[config.mk]
export PLATFORM = sky130hd
export DESIGN_NAME = csc_lct_to_gem_match
export DESIGN_NICKNAME = d
export VERILOG_FILES = /design/src/rtl/csc_lct_to_gem_match.sv
export SDC_FILE = /design/constraint.sdc
export NUM_CORES = 1
export LEC_CHECK = 0
export BUFFER_PORTS_ARGS = -buffer_cell sky130_fd_sc_hd__buf_2
export CAP_MARGIN = 10
export CELL_PAD_IN_SITES_DETAIL_PLACEMENT = 2
export CELL_PAD_IN_SITES_GLOBAL_PLACEMENT = 2
export CORE_ASPECT_RATIO = 1.4
export CORE_MARGIN = 3
export CORE_UTILIZATION = 35
export CTS_CLUSTER_DIAMETER = 60
export DETAILED_ROUTE_END_ITERATION = 7
export PLACE_DENSITY = 0.77
export REMOVE_ABC_BUFFERS = 1
export SLEW_MARGIN = 25
export SYNTH_ARGS = -nofsm -noshare
export SYNTH_HDL_FRONTEND = slang
export SYNTH_SLANG_ARGS = --single-unit
[constraint.sdc]
create_clock -name clock -period 7.2 [get_ports clock]
set_input_delay 0.72 -clock clock [delete_from_list [all_inputs] [get_ports clock]]
set_output_delay 0.72 -clock clock [all_outputs]
set_load 0.05 [all_outputs]
[src/rtl/csc_lct_to_gem_match.sv]
// CSC LCT to GEM cluster matcher: snapshots one LCT request, derives its
// GEM roll/pad window, then scans eight clusters serially for the best match.
module csc_lct_to_gem_match #(
    parameter int           MXCLST  = 8,
    parameter logic [7:0]   MAXPAD  = 8'd191,
    parameter logic [6:0]   MAXWIRE = 7'd47
) (
    input  logic                  clock,
    input  logic                  reset,
    input  logic                  evenchamber,
    input  logic [4:0]            gem_pad_delta,
    input  logic                  gem_roll_delta,
    input  logic                  lct_vpf,
    input  logic [6:0]            lct_keywire,
    input  logic [7:0]            lct_keyhs,
    output logic                  lct_ready,
    input  logic [MXCLST*15-1:0]  clusters,
    output logic                  match_vld,
    output logic                  match_found,
    output logic [2:0]            match_index,
    output logic [2:0]            match_roll,
    output logic [7:0]            match_pad,
    output logic [2:0]            match_size,
    output logic [3:0]            match_count
);

    localparam logic [1:0] IDLE   = 2'd0;
    localparam logic [1:0] LOOKUP = 2'd1;
    localparam logic [1:0] SCAN   = 2'd2;
    localparam logic [1:0] DONE   = 2'd3;

    logic [1:0]           state, state_n;
    logic                 ready_r;
    logic [MXCLST*15-1:0] clst_q;
    logic                 even_q, rdelta_q;
    logic [4:0]           pdelta_q;
    logic [6:0]           kwire_q;
    logic [7:0]           khs_q;

    logic                 valid_r;
    logic [2:0]           roll_r;
    logic [7:0]           pad_r;
    logic [8:0]           lo_r, hi_r;

    logic [2:0]           idx;
    logic                 found_s;
    logic [2:0]           best_idx, best_roll, best_size;
    logic [7:0]           best_pad, best_dist;
    logic [3:0]           count_s;

    logic accept;
    assign accept    = (state == IDLE) && lct_vpf && ready_r;
    assign lct_ready = ready_r;

    always_comb begin
        state_n = state;
        unique case (state)
            IDLE:    if (accept) state_n = LOOKUP;
            LOOKUP:  state_n = SCAN;
            SCAN:    if (idx == 3'd7) state_n = DONE;
            DONE:    state_n = IDLE;
            default: state_n = IDLE;
        endcase
    end

    // LCT-derived roll, pad and pad window
    logic       me1a_c, valid_c;
    logic [7:0] raw_c, pad_c;
    logic [6:0] kw_c, kdiv_c;
    logic [2:0] roll_c;
    logic [8:0] pad9_c, dl9_c, sum_c, lo_c, hi_c;

    always_comb begin
        me1a_c  = khs_q >= 8'd128;
        valid_c = khs_q <= 8'd223;
        raw_c   = me1a_c ? {khs_q[6:0], 1'b0} : khs_q + {1'b0, khs_q[7:1]};
        pad_c   = even_q ? raw_c : MAXPAD - raw_c;
        kw_c    = (kwire_q > MAXWIRE) ? MAXWIRE : kwire_q;
        kdiv_c  = kw_c / 7'd6;
        roll_c  = me1a_c ? 3'd7 : ((kdiv_c > 7'd6) ? 3'd6 : kdiv_c[2:0]);
        pad9_c  = {1'b0, pad_c};
        dl9_c   = {4'b0, pdelta_q};
        sum_c   = pad9_c + dl9_c;
        lo_c    = (dl9_c > pad9_c) ? 9'd0 : pad9_c - dl9_c;
        hi_c    = (sum_c > {1'b0, MAXPAD}) ? {1'b0, MAXPAD} : sum_c;
    end

    // Per-cluster evaluation of the current scan index
    logic [6:0]  base_c;
    logic [14:0] cur_c;
    logic        c_vpf, roll_ok, overlap, hit, better;
    logic [2:0]  c_roll, c_size;
    logic [7:0]  c_pad, dist_c;
    logic [3:0]  cr4, rr4;
    logic [8:0]  span_c, span_hi, ctr_c, padr9;

    always_comb begin
        base_c  = 7'(idx) * 7'd15;
        cur_c   = clst_q[base_c +: 15];
        c_vpf   = cur_c[14];
        c_roll  = cur_c[13:11];
        c_pad   = cur_c[10:3];
        c_size  = cur_c[2:0];
        cr4     = {1'b0, c_roll};
        rr4     = {1'b0, roll_r};
        roll_ok = (cr4 == rr4) ||
                  (rdelta_q && ((cr4 + 4'd1 == rr4) || (rr4 + 4'd1 == cr4)));
        span_c  = {1'b0, c_pad} + {6'b0, c_size};
        span_hi = (span_c > {1'b0, MAXPAD}) ? {1'b0, MAXPAD} : span_c;
        overlap = ({1'b0, c_pad} <= hi_r) && (span_hi >= lo_r);
        ctr_c   = {1'b0, c_pad} + {7'b0, c_size[2:1]};
        padr9   = {1'b0, pad_r};
        dist_c  = 8'((ctr_c >= padr9) ? ctr_c - padr9 : padr9 - ctr_c);
        hit     = valid_r && c_vpf && roll_ok && overlap;
        better  = hit && (!found_s || (dist_c < best_dist));
    end

    always_ff @(posedge clock or posedge reset) begin
        if (reset) begin
            state       <= IDLE;
            ready_r     <= 1'b0;
            clst_q      <= '0;
            even_q      <= 1'b0;
            rdelta_q    <= 1'b0;
            pdelta_q    <= '0;
            kwire_q     <= '0;
            khs_q       <= '0;
            valid_r     <= 1'b0;
            roll_r      <= '0;
            pad_r       <= '0;
            lo_r        <= '0;
            hi_r        <= '0;
            idx         <= '0;
            found_s     <= 1'b0;
            best_idx    <= '0;
            best_roll   <= '0;
            best_pad    <= '0;
            best_size   <= '0;
            best_dist   <= '0;
            count_s     <= '0;
            match_vld   <= 1'b0;
            match_found <= 1'b0;
            match_index <= '0;
            match_roll  <= '0;
            match_pad   <= '0;
            match_size  <= '0;
            match_count <= '0;
        end else begin
            state     <= state_n;
            ready_r   <= (state_n == IDLE);
            match_vld <= 1'b0;
            unique case (state)
                IDLE: if (accept) begin
                    clst_q    <= clusters;
                    even_q    <= evenchamber;
                    rdelta_q  <= gem_roll_delta;
                    pdelta_q  <= gem_pad_delta;
                    kwire_q   <= lct_keywire;
                    khs_q     <= lct_keyhs;
                    idx       <= '0;
                    found_s   <= 1'b0;
                    best_idx  <= '0;
                    best_roll <= '0;
                    best_pad  <= '0;
                    best_size <= '0;
                    best_dist <= '0;
                    count_s   <= '0;
                end
                LOOKUP: begin
                    valid_r <= valid_c;
                    roll_r  <= roll_c;
                    pad_r   <= pad_c;
                    lo_r    <= lo_c;
                    hi_r    <= hi_c;
                end
                SCAN: begin
                    idx <= idx + 3'd1;
                    if (hit) count_s <= count_s + 4'd1;
                    if (better) begin
                        found_s   <= 1'b1;
                        best_idx  <= idx;
                        best_roll <= c_roll;
                        best_pad  <= c_pad;
                        best_size <= c_size;
                        best_dist <= dist_c;
                    end
                end
                DONE: begin
                    match_vld   <= 1'b1;
                    match_found <= found_s;
                    match_index <= best_idx;
                    match_roll  <= best_roll;
                    match_pad   <= best_pad;
                    match_size  <= best_size;
                    match_count <= count_s;
                end
                default: ;
            endcase
        end
    end

endmodule

==> flow_summary.ini, run 1 <==
[run_status]
status = completed

[floorplanning]
die_x_um = 168
rows = 82
start_util_pct = 35.6
fp.dieArea_um2 = 39000
io_pins = 169
core_um2 = 36000
die_h_um = 232

[timing]
finalMaxSlewViolations = 0
hold_viol = 0
fin_worst_skew_ns = 0.0172
fin_tns_setup_ns = 0
min_period_ns = 6.61
fmax_mhz = 151
relSlewSlack_pct = 32.4
tightest_slew_ns = 1.01
final.period_utilization_pct = 91.7
final-setup-viol-count = 0
rsz0062_at_grt = no

[drt]
antenna_left = 0
viasPerCell = 5.38
drt-total-wl_mm = 40.3
dr.pass1.iters = 4
drc = 0
vias = 9382
first_iter_violations = 421
wl_per_cell_um = 23.1

[critical_path]
critPathMaxFanout = 17
crit_path_start = idx[0]$_DFFE_PP0P_
crit_arrival_ns = 7.07
r2r-end = best_idx[0]$_DFFE_PP0P_
critical_path_class = flop to flop
cp_data_required_time_ns = 7.66
endpoint = best_idx[0]$_DFFE_PP0P_
reg2reg_from = idx[0]$_DFFE_PP0P_
r2r_slack_ns = 0.59
reg2regPathDepth = 24
endpoint_kind = flop
start_kind = flop

[layout]
syn2layout_area_growth_pct = 17.6
mostFrequentLayoutCell = dfrtp_1
nets = 1485
fill_cells = 3727
seqCellArea_um2 = 5760
final_cell_mix = dfrtp_1, mux2_2, buf_2
multi_input_area_um2 = 6550
drive_gt1_share_pct = 35.3

[placement]
gp_congestion = 0.812
io_buffers = 167
hpwl_mm = 29.0

[global_route]
grt_use_total_pct = 20.3
gr-total-overflow = 0
grt_pass1_vias = 10919
grt_max_degree = 114
grt_pass1_wl_mm = 62.7
antenna_found_initial = 15

[clocking]
cts_buffer_depth = 3
cts_setup_buffers = 0
clkSinkCount = 230
root_buffer = clkbuf_16
clk_latency_ns = 0.56
cts_tree = yes
cts_made_buffers = 26
clk_pin_slew_ns = 0.06
htreeDepth = 1

[logic_synthesis]
synth-edff-count = 0
synthArstFlopShare_pct = 100
yosysTopAreaCell = dfrtp_1
yosys_most_used_dff = dfrtp_1
ys_top_cells_by_area = dfrtp_1, mux2_2, ha_1
syn_area_per_cell_um2 = 11.8
seq_area_frac_synth_pct = 44.9
synth_warnings = 0
synth_top_area_share_pct = 44.9
synth_area_um2 = 12800
synth_cells = 1087
ys_ff_latch = 230
synth_cell_types = 78

[hold_path]
min_path_type = input port to async pin

[run]
cap_violations = 0
worst min path at each step:
| stage | endpoint | slack [ns] | depth (start not counted) |
|---|---|---|---|
| floorplan | best_idx[0]$_DFFE_PP0P_ | 0.45 | 1 |
| global placement | best_pad[3]$_DFFE_PP0P_ | 0.47 | 1 |
| detailed placement | best_pad[4]$_DFFE_PP0P_ | 0.48 | 1 |
| CTS | clst_q[42]$_DFFE_PP0P_ | 0.36 | 2 |
| global route | clst_q[115]$_DFFE_PP0P_ | 0.37 | 2 |
| finish | clst_q[115]$_DFFE_PP0P_ | 0.31 | 2 |
layer usage:
metal	part of all wire, %	GRT usage (%)	vias up
met4	2.8	6.52	14
met1	37	22.7	4856
met3	4.2	3.60	74
met5	0.21	0	-
li1	-	-	4246
met2	56	38.8	192
timing repair:
| item | 4_1_cts | 5_1_grt |
|---|---|---|
| resized for setup | 0 | 2 |
| hold buffers | 0 | 0 |
| endpoints found under the setup margin | 0 | 23 |
critical path: stages (launching register included):
cell and delay, ns:
dfrtp_2 0.55, buf_4 0.29, mux4_2 0.52, mux2_2 0.39
ha_1 0.32, a21oi_1 0.06, or2_2 0.32, xnor2_1 0.25
ha_1 0.36, o21a_1 0.14, o31a_1 0.12, nor4_1 0.31
o31ai_1 0.19, a41oi_4 0.38, mux2i_1 0.27, xor2_1 0.22
ha_1 0.28, a21oi_1 0.16, o21ai_0 0.14, nand4_1 0.12
a31oi_1 0.11, nor4_4 0.23, buf_4 0.32, nand2_2 0.21
o2bb2ai_1 0.24
area by class of cell:
cell class | instances | share of cell area (%)
clock buffer | 39 | 5.17
clock inverter | 8 | 0.597
multi-input combinational | 726 | 43.4
inverter | 83 | 2.12
antenna | 9 | 0.149
timing repair buffer | 187 | 6.54
sequential | 230 | 38.2
tap | 462 | 3.83
cell usage after synthesis, types with 3 or more instances:
cell type / n
a211o_1: 3
a211oi_1: 5
a21o_1: 7
a21oi_1: 42
a22o_1: 11
a22oi_1: 7
a31oi_1: 5
a32o_1: 10
a41o_1: 3
a41oi_1: 3
and2_1: 3
and3_1: 6
buf_1: 7
buf_2: 6
buf_6: 5
clkbuf_1: 31
dfrtp_1: 230
fa_1: 7
ha_1: 79
inv_1: 81
mux2_2: 170
mux2i_1: 25
mux4_2: 24
nand2_1: 49
nand2b_1: 7
nand3_1: 12
nand4_1: 5
nor2_1: 49
nor2b_1: 9
nor3_1: 15
nor4_1: 4
o211ai_1: 6
o21a_1: 5
o21ai_0: 35
o21ai_1: 5
o21bai_1: 3
o22ai_1: 6
o2bb2ai_1: 11
o31a_1: 3
o31ai_1: 4
or2_2: 3
or3_1: 5
or4_1: 3
xnor2_1: 24
xor2_1: 15
cells by family (layout without fill, tap and decap cells):
group	Yosys count	in the layout	synth area share [%]
compound gates	194	194	10.7
xor+xnor	41	41	2.97
fa+ha+maj	86	86	8.80
buf+inv	132	317	4.22
flops	230	230	44.9
mux	221	221	21.4
other cells	1	11	0.0293
simple gates	182	182	6.93
flip-flops by register name, summed over array words and instances, names as in the netlist, 4 cells and up:
signal and count:
clst_q 120, best_pad 8, count_s 4, kwire_q 6
best_dist 8, pdelta_q 5, hi_r 9, khs_q 8
match_count 4, match_pad 8, lo_r 9, pad_r 8
metrics by stage:
step                      hold WS (ns)  cell area, um2  instances  util, %  setup WS, ns
after floorplan                  0.451           12600       1039        -         0.175
after detailed placement         0.477           14200       1688     39.4         0.367
after global routing             0.374           15100       1743     41.9        0.0283
after CTS                        0.356           15000       1735     41.8         0.278
final                            0.311           15100       1744     41.9         0.594
after global placement           0.474           14200       1688     39.4         0.430
Power of run 1 is not shown: default switching activity piles up to over one toggle a cycle in this logic, so the estimate is an artifact.
==> run 2, diff against run 1 <==
CORE_ASPECT_RATIO = unset   (was 1.4)
==> flow_summary.ini, run 2 (same netlist as run 1, synthesis figures left out) <==
[run_status]
status = completed

[layout]
syn2layout_area_growth_pct = 18.6
reg_top3 = clst_q (120), hi_r (9), lo_r (9)
largest_reg_flops = 120
fill_cells = 3699
mostFrequentLayoutCell = dfrtp_1
top_register = clst_q
multi_input_area_um2 = 6540
drive_gt1_share_pct = 35.5
final_cell_mix = dfrtp_1, mux2_2, buf_2
nets = 1489
final_util_pct = 42.4
seqCellArea_um2 = 5760

[global_route]
antenna_found_initial = 16
grt_max_degree = 88
grt_pass1_wl_mm = 60.4
grt_use_total_pct = 19.5
grt_pass1_vias = 10580
gr-total-overflow = 0

[drt]
wl_met2_mm = 19.3
dr_wl_met3_mm = 1.73
highest_layer = met5
antenna_left = 0
viasPerCell = 5.32
wl_per_cell_um = 21.7
dr.pass1.iters = 5
drc = 0
first_iter_violations = 321
drt-total-wl_mm = 37.8
vias = 9296
met1_length_mm = 16.0

[critical_path]
cp_data_required_time_ns = 7.67
cp_slowest_cell = dfrtp_2
crit_chain = buf_4 > mux4_2 > mux2_2 > fa_1 > inv_1 > nor2_1 > nand2_1 > xnor2_1 > ha_1 > or2_2 > a21oi_1 > o31ai_1 > a41oi_4 > mux2i_1 > xor2_1 > ha_1 > a21oi_1 > o21ai_0 > nand4_1 > a31oi_1 > nor4_4 > buf_4 > nand2_2 > o2bb2ai_1
critPathMaxFanout = 17
start_kind = flop
critPathMaxStageDelay_ns = 0.61
cp_top_family = compound AO/OA/AOI/OAI gates
endpoint_kind = flop
crit_arrival_ns = 7.14
critPathBufInv = 3
critical_path_class = flop to flop

[floorplanning]
die_h_um = 197
fp.dieArea_um2 = 39000
rows = 69
die_x_um = 197
start_util_pct = 35.8
io_pins = 169
core_um2 = 35800

[placement]
hpwl_mm = 27.3
gp_congestion = 0.796
io_buffers = 167
dp_slack_ns = 0.254

[timing]
relSlewSlack_pct = 34.2
finalMaxSlewViolations = 0
tightest_slew_ns = 0.987
fin_tns_setup_ns = 0
hold_viol = 0
layout_setup_ws_ns = 0.532
fmax_mhz = 150
fin_worst_skew_ns = 0.0208
min_period_ns = 6.67
final-setup-viol-count = 0
rsz0062_at_grt = no
final.period_utilization_pct = 92.6

[clocking]
clkSinkCount = 230
clk_latency_ns = 0.56
cts_buffer_depth = 3
clk_pin_slew_ns = 0.06
cts_made_buffers = 29
cts_tree = yes
cts_setup_buffers = 0
htreeDepth = 1
root_buffer = clkbuf_16

[hold_path]
min_path_type = input port to async pin

[run]
cap_violations = 0
run 2: worst paths after layout:
path / startpoint / endpoint / slack [ns] / cells after the start
max: idx[0]$_DFFE_PP0P_ / best_pad[5]$_DFFE_PP0P_ / 0.53 / 24
min: reset / clst_q[25]$_DFFE_PP0P_ / 0.23 / 2
max reg2reg: idx[0]$_DFFE_PP0P_ / best_pad[5]$_DFFE_PP0P_ / 0.53 / 24
min reg2reg: best_dist[0]$_DFFE_PP0P_ / best_dist[0]$_DFFE_PP0P_ / 0.49 / 1
max in group asynchronous: reset / idx[1]$_DFFE_PP0P_ / 5.55 / 3
min in group clock: clusters[5] / clst_q[5]$_DFFE_PP0P_ / 0.39 / 2
run 2: cell type report:
class	instances	area share, %
clock buffer	40	5.38
antenna	6	0.0988
sequential	230	37.9
timing repair buffer	188	6.56
inverter	83	2.10
multi-input combinational	726	43.0
tap	461	3.79
clock inverter	13	1.14
run 2: repair_timing:
item                       CTS  global route
hold buffers                 0             0
setup endpoints to repair    0            25
gates resized for setup      0             2
run 2: per-layer routing:
metal  vias up  track usage [%]
li1       4262                -
met1      4795             24.3
met2       147             34.8
met3        70             4.32
met4        22             3.91
met5         -                0
run 2: worst reg2reg max path: stages (launching register included):
cell and delay [ns]:
dfrtp_2 0.61, buf_4 0.25, mux4_2 0.52, mux2_2 0.39, fa_1 0.50, inv_1 0.10, nor2_1 0.08, nand2_1 0.13
xnor2_1 0.16, ha_1 0.38, or2_2 0.34, a21oi_1 0.19, o31ai_1 0.14, a41oi_4 0.43, mux2i_1 0.27, xor2_1 0.27
ha_1 0.31, a21oi_1 0.15, o21ai_0 0.11, nand4_1 0.10, a31oi_1 0.12, nor4_4 0.24, buf_4 0.33, nand2_2 0.21
o2bb2ai_1 0.23
run 2: through the flow:
| stage | cells | hold WS, ns | instance area [um2] |
|---|---|---|---|
| after global routing | 1745 | 0.273 | 15200 |
| after global placement | 1688 | 0.469 | 14200 |
| after CTS | 1741 | 0.262 | 15200 |
| final | 1747 | 0.227 | 15200 |
| after detailed placement | 1688 | 0.473 | 14200 |
| after floorplan | 1039 | 0.451 | 12600 |
Power of run 2 is left out for the same reason.
==> run 3, diff against run 2 <==
CORE_ASPECT_RATIO = 0.8   (was unset)
==> flow_summary.ini, run 3 (same netlist as run 1, synthesis figures left out) <==
[drt]
first_iter_violations = 372
drc = 0
viasPerCell = 5.29
antenna_left = 0
wl_per_cell_um = 22.1
vias = 9310
dr.pass1.iters = 4
drt-total-wl_mm = 39.0

[clocking]
htreeDepth = 1
root_buffer = clkbuf_16
post_cts_resized = 0
cts_setup_buffers = 0
clk_pin_slew_ns = 0.06
clk_latency_ns = 0.54
cts_tree = yes
cts_made_buffers = 27
clkSinkCount = 230
cts_buffer_depth = 3
ctsHoldBuffers = 0

[timing]
relSlewSlack_pct = 37.3
finalMaxSlewViolations = 0
rsz0062_at_grt = no
fin_worst_skew_ns = 0.0113
hold_viol = 0
final-setup-viol-count = 0
fin_tns_setup_ns = 0
final.period_utilization_pct = 90.6
tightest_slew_ns = 0.934
min_period_ns = 6.53
fmax_mhz = 153

[placement]
gp_congestion = 0.806
io_buffers = 167
hpwl_mm = 29.0

[global_route]
antenna_found_initial = 10
gr-total-overflow = 0
grt_pass1_vias = 10385
grt_max_degree = 123
grt_pass1_wl_mm = 61.4
grt_use_total_pct = 20.1

[layout]
reg_top3 = clst_q (120), hi_r (9), lo_r (9)
syn2layout_area_growth_pct = 17.9
largest_reg_flops = 120
nets = 1490
final_cell_mix = dfrtp_1, mux2_2, buf_2
mostFrequentLayoutCell = dfrtp_1
drive_gt1_share_pct = 35.4
top_register = clst_q

[floorplanning]
core_um2 = 36000
die_h_um = 177
start_util_pct = 35.6
rows = 62
io_pins = 169
fp.dieArea_um2 = 39000
die_x_um = 220

[hold_path]
min_path_type = input port to async pin

[critical_path]
critPathMaxFanout = 17
cp_data_required_time_ns = 7.66
crit_arrival_ns = 6.98
endpoint_kind = flop
critical_path_class = flop to flop
start_kind = flop

[run_status]
status = completed

[run]
cap_violations = 0
run 3: cell count changes in the layout (fill, tap and decap cells not counted), moves of 2 or more:
cell       delta
inv_6         +2
diode_2       -3
clkinv_4      -2
buf_4         +4
clkbuf_16     -2
run 3: worst max-delay path, stage by stage (launching register included):
cell	delay [ns]
dfrtp_1	0.52
buf_4	0.22
mux4_2	0.49
mux2_2	0.37
ha_1	0.26
fa_1	0.41
inv_1	0.09
nor2_1	0.09
nand2_1	0.10
xnor2_1	0.18
ha_1	0.41
or2_2	0.34
a21oi_1	0.20
o31ai_1	0.14
a41oi_4	0.32
buf_4	0.21
mux2i_1	0.21
xor2_1	0.23
ha_1	0.28
a21o_1	0.16
nand2_1	0.06
a31oi_1	0.13
nor4_4	0.23
buf_4	0.33
nand2_2	0.22
o2bb2ai_1	0.22
run 3: layout make-up:
type                       instances  area, um2
antenna                            3       7.51
clock buffer                      37        753
clock inverter                    11        121
fill                            3752      20900
inverter                          83        319
multi-input combinational        726       6550
sequential                       230       5760
tap                              480        601
timing repair buffer             191       1020
run 3: per-stage QoR:
stage	setup slack [ns]	hold slack, ns	util [%]	cell area [um2]	std cells
CTS	0.441	0.379	42.0	15100	1758
finish	0.675	0.328	42.0	15100	1761
global route	0.188	0.388	42.0	15100	1760
global placement	0.743	0.472	39.5	14200	1710
detailed placement	0.577	0.479	39.5	14200	1710
floorplan	0.175	0.451	-	12600	1039
run 3: path summary, 6_finish.rpt:
check | endpoint | cells after the start | slack [ns] | startpoint
max | best_dist[0]$_DFFE_PP0P_ | 25 | 0.67 | idx[0]$_DFFE_PP0P_
min | clst_q[85]$_DFFE_PP0P_ | 2 | 0.33 | reset
max reg2reg | best_dist[0]$_DFFE_PP0P_ | 25 | 0.67 | idx[0]$_DFFE_PP0P_
max in group asynchronous | idx[1]$_DFFE_PP0P_ | 3 | 5.31 | reset
min reg2reg | best_dist[2]$_DFFE_PP0P_ | 1 | 0.50 | best_dist[2]$_DFFE_PP0P_
min in group clock | khs_q[2]$_DFFE_PP0P_ | 2 | 0.40 | lct_keyhs[2]
run 3: layer usage:
layer / global-route usage [%] / vias to the layer above / routed length (um)
li1: - / 4270 / -
met1: 27.8 / 4844 / 17900
met2: 33.9 / 137 / 19000
met3: 3.91 / 43 / 1570
met4: 2.39 / 16 / 405
met5: 0 / - / 100
Power of run 3 is left out for the same reason.
